===== config.mk =====
export PLATFORM = sky130hd
export DESIGN_NAME = hilo_unit
export DESIGN_NICKNAME = d
export VERILOG_FILES = /design/src/rtl/hilo_unit.sv
export SDC_FILE = /design/constraint.sdc
export NUM_CORES = 1
export LEC_CHECK = 0
export CORE_MARGIN = 2
export CORE_UTILIZATION = 41
export DETAILED_ROUTE_END_ITERATION = 6
export PLACE_DENSITY = 0.82
export SLEW_MARGIN = 20
export SYNTH_ARGS = -nofsm -noshare
export SYNTH_HDL_FRONTEND = slang
export SYNTH_SLANG_ARGS = --single-unit

===== constraint.sdc =====
create_clock -name clk -period 2.16 [get_ports clk]
set_input_delay 0.54 -clock clk [delete_from_list [all_inputs] [get_ports clk]]
set_output_delay 0.54 -clock clk [all_outputs]
set_load 0.02 [all_outputs]

===== src/rtl/hilo_unit.sv =====
// HI/LO issue/retire front end for the serial multdiv unit: decodes HI/LO-class ops,
// launches multiply/divide, collects results into HI/LO and stalls stale accesses.
module hilo_unit (
  input  logic        clk,
  input  logic        reset,
  input  logic        op_valid,
  input  logic [2:0]  op,
  input  logic [31:0] rs_val,
  input  logic [31:0] rt_val,
  output logic        stall,
  output logic [31:0] rd_val,
  output logic [31:0] hi,
  output logic [31:0] lo,
  output logic        div0,
  output logic        md_start,
  output logic        md_multdivb,
  output logic        md_signedop,
  output logic [31:0] md_x,
  output logic [31:0] md_y,
  input  logic [31:0] md_prodh,
  input  logic [31:0] md_prodl,
  input  logic        md_run,
  input  logic        md_dividebyzero
);

  typedef enum logic [1:0] {S_IDLE, S_ISSUE, S_BUSY} state_t;

  localparam logic [2:0] OP_MFHI = 3'b100;
  localparam logic [2:0] OP_MFLO = 3'b101;
  localparam logic [2:0] OP_MTHI = 3'b110;
  localparam logic [2:0] OP_MTLO = 3'b111;

  state_t      r_state, w_next;
  logic [31:0] r_hi, r_lo, r_x, r_y;
  logic        r_start, r_div0, r_multdivb, r_signedop;
  logic        w_accept, w_md_go, w_retire;

  assign w_accept = op_valid & (r_state == S_IDLE);
  assign w_md_go  = w_accept & ~op[2];
  assign w_retire = (r_state == S_BUSY) & ~md_run;

  always_comb begin
    w_next = r_state;
    case (r_state)
      S_IDLE:  if (w_md_go) w_next = S_ISSUE;
      S_ISSUE: w_next = S_BUSY;
      S_BUSY:  if (!md_run) w_next = S_IDLE;
      default: w_next = S_IDLE;
    endcase
  end

  always_ff @(posedge clk or negedge reset) begin
    if (!reset) r_state <= S_IDLE;
    else        r_state <= w_next;
  end

  always_ff @(posedge clk or negedge reset) begin
    if (!reset) begin
      r_hi       <= '0;
      r_lo       <= '0;
      r_x        <= '0;
      r_y        <= '0;
      r_start    <= 1'b0;
      r_div0     <= 1'b0;
      r_multdivb <= 1'b0;
      r_signedop <= 1'b0;
    end else begin
      r_start <= w_md_go;
      r_div0  <= w_retire & md_dividebyzero & ~r_multdivb;
      if (w_md_go) begin
        r_x        <= rs_val;
        r_y        <= rt_val;
        r_multdivb <= ~op[1];
        r_signedop <= ~op[0];
      end
      // Retire only happens in BUSY and moves only in IDLE, so these never collide.
      if (w_retire) begin
        r_hi <= md_prodh;
        r_lo <= md_prodl;
      end else if (w_accept && op == OP_MTHI) begin
        r_hi <= rs_val;
      end else if (w_accept && op == OP_MTLO) begin
        r_lo <= rs_val;
      end
    end
  end

  always_comb begin
    rd_val = '0;
    if (op_valid && op == OP_MFHI) rd_val = r_hi;
    if (op_valid && op == OP_MFLO) rd_val = r_lo;
  end

  assign stall       = op_valid & (r_state != S_IDLE);
  assign hi          = r_hi;
  assign lo          = r_lo;
  assign div0        = r_div0;
  assign md_start    = r_start;
  assign md_multdivb = r_multdivb;
  assign md_signedop = r_signedop;
  assign md_x        = r_x;
  assign md_y        = r_y;

endmodule


# After elaboration in Yosys (flattened, before gate mapping)
# Cells that the tools add are included.
# totals
elab_cells	49
output_inout_bits	165
ff_bits	134
input_bits	136
# op_classes
n_reduce_logical	10
eq_ne	9
mux	10
bitwise	11
# op_table
operator	count
32-bit 2-to-1 mux	7
3-bit equality test, second input constant	4
1-bit bitwise AND	6
2-bit inequality test, second input constant	3
2-bit one-hot mux with 3 select lines	1
2-bit nonzero test	3
1-bit inverter	5
1-bit logical AND	4
2-bit 2-to-1 mux	2
2-bit AND reduction	2
2-bit by 1-bit equality test with 1-bit output, second input constant	1
2-bit equality test, second input constant	1
2-bit logical NOT	1

# Depth between registers and ports, before layout
# Gate-level depths: netlist of run 1.
# depth
ltp_word	6
mapped_depth	7
mapped_depth_nobuf	4

# Least setup slack after synthesis of run 1
# No wires, ideal clock.
# synth_path
path_type	input-to-output
startpoint	input port op[0]
endpoint	output port rd_val[10]
cell_stages	4
required_ns	1.620
t_arrival_ns	1.521
path_buffers	1
setup_slack_ns	0.099
path_cell_list	nand2b_1 nor2_1 clkbuf_1 a22o_1
# synth_via
elab_chain_cells	4
word_cells_on_any_way	6
classes_between	eq/ne: 2; mux: 2; reduce/logical: 2
# synth_rtl
item	line	text
start, declared	7	input logic [2:0] op,
3-bit equality test	90	if (op_valid && op == OP_MFHI) rd_val = r_hi;
1-bit logical AND	90	
32-bit 2-to-1 mux	90	
32-bit 2-to-1 mux *	91	if (op_valid && op == OP_MFLO) rd_val = r_lo;
end, declared	11	output logic [31:0] rd_val,
# Mark *: on every way between the ends. The rest lies on a longest branch, timed or not.

# Worst setup path after layout of run 1
# layout_path
startpoint	input port op[1]
endpoint	output port rd_val[24]
# Same word-level chain as after synthesis.

==> results of run 1 <==
-- sequential cells by signal (all words and copies together) (netlist names) --
register	count
md_x	32
r_state	2
lo	32
md_start	1
hi	32
md_signedop	1
md_y	32
md_multdivb	1
div0	1
-- stage by stage --
stage | TNS (ps) | total power [uW]
6_report | 0 | 11500
5_1_grt | 0 | 12000
4_1_cts | -8.31 | 11500
3_5_place_dp | -41340 | 8710
3_3_place_gp | -38290 | 8590
2_1_floorplan | 0 | 6020
-- logic make-up after synthesis --
kind of cell           share of synthesized area
flip-flops                                 0.553
multiplexers                             0.00165
AO/OA/AOI/OAI                              0.168
AND/OR/NAND/NOR                            0.227
buffers and inverters                     0.0502
-- cell usage in the layout, fill, tap and decap left out --
| cell | instances |
|---|---|
| sky130_fd_sc_hd__bufinv_16 | 2 |
| sky130_fd_sc_hd__nand4bb_2 | 1 |
| sky130_fd_sc_hd__inv_1 | 1 |
| sky130_fd_sc_hd__buf_4 | 33 |
| sky130_fd_sc_hd__or4b_2 | 1 |
| sky130_fd_sc_hd__o21ai_1 | 6 |
| sky130_fd_sc_hd__buf_8 | 1 |
| sky130_fd_sc_hd__nor2_1 | 64 |
| sky130_fd_sc_hd__clkbuf_1 | 4 |
| sky130_fd_sc_hd__a31oi_1 | 64 |
| sky130_fd_sc_hd__or3b_4 | 1 |
| sky130_fd_sc_hd__clkbuf_8 | 1 |
| sky130_fd_sc_hd__nand3_1 | 64 |
| sky130_fd_sc_hd__a22o_1 | 32 |
| sky130_fd_sc_hd__clkdlybuf4s50_1 | 262 |
| sky130_fd_sc_hd__dlygate4sd2_1 | 1 |
| sky130_fd_sc_hd__nor3b_1 | 1 |
| sky130_fd_sc_hd__clkinv_4 | 1 |
| sky130_fd_sc_hd__nand2_1 | 196 |
| sky130_fd_sc_hd__buf_2 | 10 |
| sky130_fd_sc_hd__dfrtp_1 | 134 |
| sky130_fd_sc_hd__clkbuf_16 | 19 |
| sky130_fd_sc_hd__dlygate4sd3_1 | 1 |
| sky130_fd_sc_hd__mux2i_1 | 1 |
| sky130_fd_sc_hd__clkinvlp_4 | 2 |
| sky130_fd_sc_hd__clkinv_2 | 4 |
| sky130_fd_sc_hd__and2_1 | 1 |
| sky130_fd_sc_hd__nor4bb_4 | 1 |
| sky130_fd_sc_hd__nor2_4 | 2 |
| sky130_fd_sc_hd__buf_6 | 9 |
| sky130_fd_sc_hd__inv_2 | 1 |
| sky130_fd_sc_hd__o21a_1 | 1 |
| sky130_fd_sc_hd__clkbuf_2 | 3 |
| sky130_fd_sc_hd__nor2b_4 | 1 |
| sky130_fd_sc_hd__nand2b_4 | 2 |
| sky130_fd_sc_hd__buf_12 | 17 |
| sky130_fd_sc_hd__o21ai_0 | 60 |
-- layout make-up --
type	instances	area share
timing repair buffer	339	0.344
sequential	134	0.333
multi-input combinational	499	0.245
clock buffer	22	0.0451
tap	184	0.0229
clock inverter	9	0.0103
inverter	2	0.000745
-- critical path, stage by stage --
cell	delay (ps)
sky130_fd_sc_hd__clkbuf_2	100
sky130_fd_sc_hd__nand2b_4	160
sky130_fd_sc_hd__nor2_4	50
sky130_fd_sc_hd__buf_12	130
sky130_fd_sc_hd__clkbuf_16	160
sky130_fd_sc_hd__a22o_1	240
sky130_fd_sc_hd__buf_4	160
-- final timing paths --
check,to,startpoint,slack [ps]
max,rd_val[24],op[1],80
min,md_x[1],md_x[1],470
max reg2reg,md_x[25],r_state[0],310
min reg2reg,md_x[1],md_x[1],470
max in group asynchronous,md_x[23],reset,980
min in group asynchronous,lo[6],reset,510
-- repair_timing --
item	in CTS	in global routing
setup endpoints to repair	33	32
hold endpoints to repair	14	0
hold buffers	1	0
setup buffers	3	3
pin swaps	4	6
resized for setup	157	25
cloned	1	2
-- power by group through the flow --
stage | logic (uW) | registers [uW] | clock network [uW]
after global routing | 4930 | 4170 | 2950
final | 4630 | 4060 | 2780
after CTS | 4630 | 4050 | 2820
after global placement | 4540 | 4060 | 0
after detailed placement | 4640 | 4070 | 0
after floorplan | 1090 | 4940 | 0
-- routing by layer --
metal	routed length, microns	vias up
met1	8440	3144
met3	2410	68
met5	0	-
met2	11400	406
met4	1020	0
li1	-	2986
==> summary.json, run 1 <==
{
  "status": {"value": "complete, no violations"},
  "vias_per_cell": {"value": 5.55},
  "netlist_top_cells_count": {"value": "sky130_fd_sc_hd__nand2_1 (196), sky130_fd_sc_hd__dfrtp_1 (134), sky130_fd_sc_hd__nor2_1 (66)"},
  "pwr_density_cell": {"value": 1140, "unit": "nW/um^2"},
  "floorplan.die_area": {"value": 15800, "unit": "sq um"},
  "grt_antenna_before_repair": {"value": 0},
  "clock_tree.buffer_depth": {"value": 2},
  "top_level_ports": {"value": 301},
  "min_period": {"value": 2080, "unit": "ps"},
  "dr_total_vias": {"value": 6604},
  "number_of_placed_instances_taps_included": {"value": 1151},
  "setup_ws": {"value": 81.8, "unit": "ps"},
  "detail_route.drc_violations": {"value": 0},
  "yosysSeqAreaShare": {"value": 0.553},
  "cap_violations": {"value": 0},
  "synthMostInstantiatedCell": {"value": "sky130_fd_sc_hd__nand2_1"},
  "post-place-ws": {"value": -793, "unit": "ps"},
  "cts_sinks": {"value": 134},
  "whs_path_depth": {"value": 2},
  "synthesis.area": {"value": 6060, "unit": "sq um"},
  "leak_pwr": {"value": 0.00443, "unit": "uW"},
  "rows": {"value": 44},
  "register_to_register_path_depth": {"value": 5},
  "setup_viol": {"value": 0},
  "grt.met1_usage": {"value": 0.350},
  "n_diodes": {"value": 0},
  "nFillCells": {"value": 1113},
  "globalRouteOverflowTotal": {"value": 0},
  "timing.critical_path.from_type": {"value": "primary input"},
  "arrival": {"value": 1540, "unit": "ps"},
  "ir_drop": {"value": 689, "unit": "uV"},
  "timing.clock.skew": {"value": 6.49, "unit": "ps"},
  "clock_tree.htree_level_count": {"value": 4},
  "ys_top_cells_by_area": {"value": "sky130_fd_sc_hd__dfrtp_1 (55%), sky130_fd_sc_hd__nand2_1 (12%), sky130_fd_sc_hd__a31oi_1 (6.6%)"},
  "synthesized_flop_and_latch_total": {"value": 134},
  "floorplan.initialDensity": {"value": 0.419},
  "grt_util_met3": {"value": 0.0800},
  "post_synth_edffs": {"value": 0},
  "cp.required": {"value": 1620, "unit": "ps"},
  "detailedRoute.firstPassIterationCount": {"value": 6},
  "route.antenna.remaining_nets": {"value": 0},
  "avgSynthCellArea": {"value": 8.68, "unit": "sq um"},
  "fp.dieH": {"value": 126, "unit": "microns"},
  "routed_wire_length_per_instance": {"value": 19.6, "unit": "microns"},
  "critPathKind": {"value": "primary input to output pin"},
  "count_of_mapped_cells_out_of_synthesis": {"value": 698},
  "power_frac_seq": {"value": 0.354},
  "cp-end-kind": {"value": "output pin"},
  "fin_nets": {"value": 1129},
  "final_layout_size_suffix_gt1_frac": {"value": 0.111},
  "grt_pass1_vias": {"value": 6668},
  "numCtsBuffers": {"value": 17},
  "final_cell_area": {"value": 10100, "unit": "sq um"},
  "cell_chosen_for_the_clock_root": {"value": "sky130_fd_sc_hd__clkbuf_16"},
  "power.switching": {"value": 4160, "unit": "uW"},
  "post_synthesis_to_final_layout_area_growth": {"value": 66.2, "unit": "%"},
  "met2_usage_in_global_routing": {"value": 0.492},
  "portBuffers": {"value": 300},
  "relSlewSlack": {"value": 0.721},
  "top_usage_layer": {"value": "met2"},
  "crit_fanout": {"value": 8},
  "cts_tree": {"value": "done"},
  "netlist.area_leader.share": {"value": 0.553},
  "p_sw_frac": {"value": 0.363},
  "sequential_cell_area": {"value": 3350, "unit": "sq um"},
  "hold_path_class": {"value": "flop to flop"},
  "synth_top_cell_by_area": {"value": "sky130_fd_sc_hd__dfrtp_1"},
  "max_clock_freq": {"value": 481, "unit": "MHz"},
  "area_of_combinational_cells_with_multiple_inputs": {"value": 2460, "unit": "sq um"},
  "grt_start_max_net_pins": {"value": 76},
  "die_w": {"value": 126, "unit": "microns"},
  "internal-power": {"value": 7310, "unit": "uW"},
  "share_clk_of_total_power": {"value": 0.243},
  "ys_async_sr_fraction": {"value": 1.00},
  "final_core_utilization": {"value": 0.696},
  "yosys_warnings": {"value": 0},
  "max_slew.worst_pin.slew": {"value": 419, "unit": "ps"},
  "combPwrFrac": {"value": 0.403},
  "routability_congestion_estimate": {"value": 0.821},
  "grt_first_pass_wirelength": {"value": 36400, "unit": "microns"},
  "hold_viol_final": {"value": 0},
  "rsz0062_at_grt": {"value": "no"},
  "detail_route.wirelength": {"value": 23300, "unit": "microns"},
  "clkSlewWorstSetupHoldPaths": {"value": 60, "unit": "ps"},
  "layout_worst_path_cycle_share": {"value": 0.962},
  "timing_max_transition_violations_final": {"value": 0},
  "grt_util_all_layers": {"value": 0.297},
  "finalHoldWorstSlack": {"value": 470, "unit": "ps"},
  "core_area": {"value": 14500, "unit": "sq um"},
  "number_of_nets_in_the_synthesized_netlist": {"value": 834},
  "postPlaceCellArea": {"value": 9470, "unit": "sq um"},
  "synthDistinctLibCells": {"value": 24},
  "starting_drt_drc_count": {"value": 558},
  "place_hpwl": {"value": 15600, "unit": "microns"},
  "synth_flop_cell": {"value": "sky130_fd_sc_hd__dfrtp_1"},
  "layout.cells.non_filler": {"value": 1189},
  "clock_insertion_delay_worst_skew": {"value": 410, "unit": "ps"}
}
Power figures use the tool's default switching activity.
==> inputs of run 2 (changes only) <==
--- a/config.mk
+++ b/config.mk
@@ -5,10 +5,12 @@
 export SDC_FILE = /design/constraint.sdc
 export NUM_CORES = 1
 export LEC_CHECK = 0
+export CELL_PAD_IN_SITES_DETAIL_PLACEMENT = 0
+export CELL_PAD_IN_SITES_GLOBAL_PLACEMENT = 1
 export CORE_MARGIN = 2
-export CORE_UTILIZATION = 41
+export CORE_UTILIZATION = 29
 export DETAILED_ROUTE_END_ITERATION = 6
-export PLACE_DENSITY = 0.82
+export PLACE_DENSITY_LB_ADDON = 0.1
 export SLEW_MARGIN = 20
 export SYNTH_ARGS = -nofsm -noshare
 export SYNTH_HDL_FRONTEND = slang
==> summary.json, run 2 (synthesized netlist as in run 1, its figures left out) <==
{
  "status": {"value": "complete, no violations"},
  "cts_tree": {"value": "done"},
  "commonest_non_fill_non_tap_cell_in_the_layout": {"value": "sky130_fd_sc_hd__clkdlybuf4s50_1"},
  "setup_viol": {"value": 0},
  "relSlewSlack": {"value": 0.720},
  "top_level_ports": {"value": 301},
  "floorplan.initialDensity": {"value": 0.298},
  "grt_first_pass_wirelength": {"value": 38400, "unit": "microns"},
  "ir_drop": {"value": 587, "unit": "uV"},
  "cell_chosen_for_the_clock_root": {"value": "sky130_fd_sc_hd__clkbuf_16"},
  "routability_congestion_estimate": {"value": 0.756},
  "grt_util_all_layers": {"value": 0.231},
  "r2r_slack": {"value": 430, "unit": "ps"},
  "crit_fanout": {"value": 6},
  "layout_worst_path_cycle_share": {"value": 0.994},
  "detailedRoute.firstPassIterationCount": {"value": 5},
  "cts_hold_buf": {"value": 0},
  "rr_startpoint": {"value": "r_state[0]"},
  "final_layout_size_suffix_gt1_frac": {"value": 0.123},
  "most-common-layout-cells": {"value": "sky130_fd_sc_hd__clkdlybuf4s50_1 (262), sky130_fd_sc_hd__nand2_1 (196), sky130_fd_sc_hd__dfrtp_1 (133)"},
  "leak_pwr": {"value": 0.00452, "unit": "uW"},
  "final.setup.tns": {"value": 0, "unit": "ps"},
  "pwr_density_cell": {"value": 1110, "unit": "nW/um^2"},
  "arrival": {"value": 1610, "unit": "ps"},
  "numCtsBuffers": {"value": 17},
  "portBuffers": {"value": 300},
  "floorplan.die_area": {"value": 22100, "unit": "sq um"},
  "cp-end-kind": {"value": "output pin"},
  "cp.required": {"value": 1620, "unit": "ps"},
  "die_w": {"value": 149, "unit": "microns"},
  "fin_nets": {"value": 1134},
  "grt_start_max_net_pins": {"value": 66},
  "detail_route.wirelength": {"value": 25200, "unit": "microns"},
  "vias_per_cell": {"value": 4.92},
  "grt_pass1_vias": {"value": 6351},
  "register_to_register_path_depth": {"value": 6},
  "timing_max_transition_violations_final": {"value": 0},
  "core_area": {"value": 20400, "unit": "sq um"},
  "nFillCells": {"value": 1983},
  "dr_total_vias": {"value": 6302},
  "grt_antenna_before_repair": {"value": 0},
  "hold_path_class": {"value": "primary input to asynchronous set/reset pin"},
  "cap_violations": {"value": 0},
  "final_cell_area": {"value": 10400, "unit": "sq um"},
  "globalRouteOverflowTotal": {"value": 0},
  "rows": {"value": 52},
  "max_clock_freq": {"value": 466, "unit": "MHz"},
  "critical_path.endpoint": {"value": "rd_val[24]"},
  "clock_insertion_delay_worst_skew": {"value": 420, "unit": "ps"},
  "clkSlewWorstSetupHoldPaths": {"value": 60, "unit": "ps"},
  "n_diodes": {"value": 0},
  "route.antenna.remaining_nets": {"value": 0},
  "min_period": {"value": 2150, "unit": "ps"},
  "fp.dieH": {"value": 149, "unit": "microns"},
  "cts_sinks": {"value": 134},
  "hold_viol_final": {"value": 0},
  "timing.clock.skew": {"value": 7.94, "unit": "ps"},
  "max_slew.worst_pin.slew": {"value": 421, "unit": "ps"},
  "p_total": {"value": 11600, "unit": "uW"},
  "starting_drt_drc_count": {"value": 277},
  "postPlaceCellArea": {"value": 9570, "unit": "sq um"},
  "critPathKind": {"value": "primary input to output pin"},
  "routed_wire_length_per_instance": {"value": 19.7, "unit": "microns"},
  "timing.critical_path.from_type": {"value": "primary input"},
  "rsz0062_at_grt": {"value": "yes"},
  "place_hpwl": {"value": 16300, "unit": "microns"},
  "clock_tree.buffer_depth": {"value": 2},
  "regToRegEndpoint": {"value": "md_y[7]"},
  "clock_tree.htree_level_count": {"value": 4},
  "crit_start": {"value": "op[0]"},
  "post_synthesis_to_final_layout_area_growth": {"value": 72.3, "unit": "%"},
  "detail_route.drc_violations": {"value": 0}
}
run 2: cell types whose count changed in the layout (fill, tap and decap cells not counted), sizes merged:
cell         previous run  this run
buf                    70        80
bufinv                  2         1
clkbuf                 27        19
clkinv                  5         3
clkinvlp                2         3
dlygate4sd3             1         0
inv                     2         9
run 2: where the power goes:
part	switching (uW)	internal (uW)	total, uW
clock network	1240	1650	2880
logic	2360	2280	4650
registers	709	3350	4060
total	4310	7280	11600
run 2: per-layer routing:
metal	vias to the layer above	part of all wire	global-route usage
met5	-	0	0
met4	0	0.018	0.0686
met3	22	0.082	0.0712
met2	251	0.48	0.372
met1	3025	0.42	0.299
li1	3004	-	-
run 2: worst min-delay path by stage:
| stage | to | slack (ps) |
|---|---|---|
| final | md_y[28] | 30 |
| after global routing | md_y[28] | 40 |
| after CTS | md_y[28] | 30 |
| after detailed placement | md_y[10] | 460 |
| after global placement | md_y[9] | 460 |
| after floorplan | div0 | 240 |
run 2: through the flow:
| step | hold WS [ps] | setup WS (ps) | instances | utilization |
|---|---|---|---|---|
| floorplan | 244 | 98.6 | 698 | - |
| global placement | 456 | -755 | 1235 | 0.470 |
| detailed placement | 461 | -765 | 1235 | 0.470 |
| CTS | 28.9 | 4.53 | 1280 | 0.509 |
| global route | 36.3 | -9.21 | 1281 | 0.513 |
| finish | 28.7 | 12.3 | 1281 | 0.513 |
run 2: area by class of cell:
| class | instances | area, sq um | area share |
|---|---|---|---|
| tap | 270 | 338 | 0.0323 |
| timing repair buffer | 344 | 3690 | 0.353 |
| sequential | 134 | 3350 | 0.321 |
| clock buffer | 18 | 439 | 0.0420 |
| clock inverter | 14 | 139 | 0.0133 |
| multi-input combinational | 499 | 2480 | 0.237 |
| inverter | 2 | 7.51 | 0.000719 |
run 2: what timing repair did:
action                                  4_1_cts  5_1_grt
pin swaps                                    17        3
resized for setup                           203       16
endpoints found under the setup margin       33       24
gates cloned                                  5        1
buffers inserted                              9        0
run 2: critical path, stage by stage:
cell	delay, ps
sky130_fd_sc_hd__buf_6	100
sky130_fd_sc_hd__nand2b_4	140
sky130_fd_sc_hd__nor2_4	140
sky130_fd_sc_hd__buf_12	120
sky130_fd_sc_hd__buf_8	120
sky130_fd_sc_hd__buf_12	140
sky130_fd_sc_hd__a22o_1	170
sky130_fd_sc_hd__buf_6	120
==> inputs of run 3 (changes only) <==
--- a/config.mk
+++ b/config.mk
@@ -9,6 +9,7 @@
 export CELL_PAD_IN_SITES_GLOBAL_PLACEMENT = 1
 export CORE_MARGIN = 2
 export CORE_UTILIZATION = 29
+export CTS_CLUSTER_SIZE = 8
 export DETAILED_ROUTE_END_ITERATION = 6
 export PLACE_DENSITY_LB_ADDON = 0.1
 export SLEW_MARGIN = 20
==> results of run 3 <==
Same layout as run 2: the final DEF is identical, and so are final timing and power.
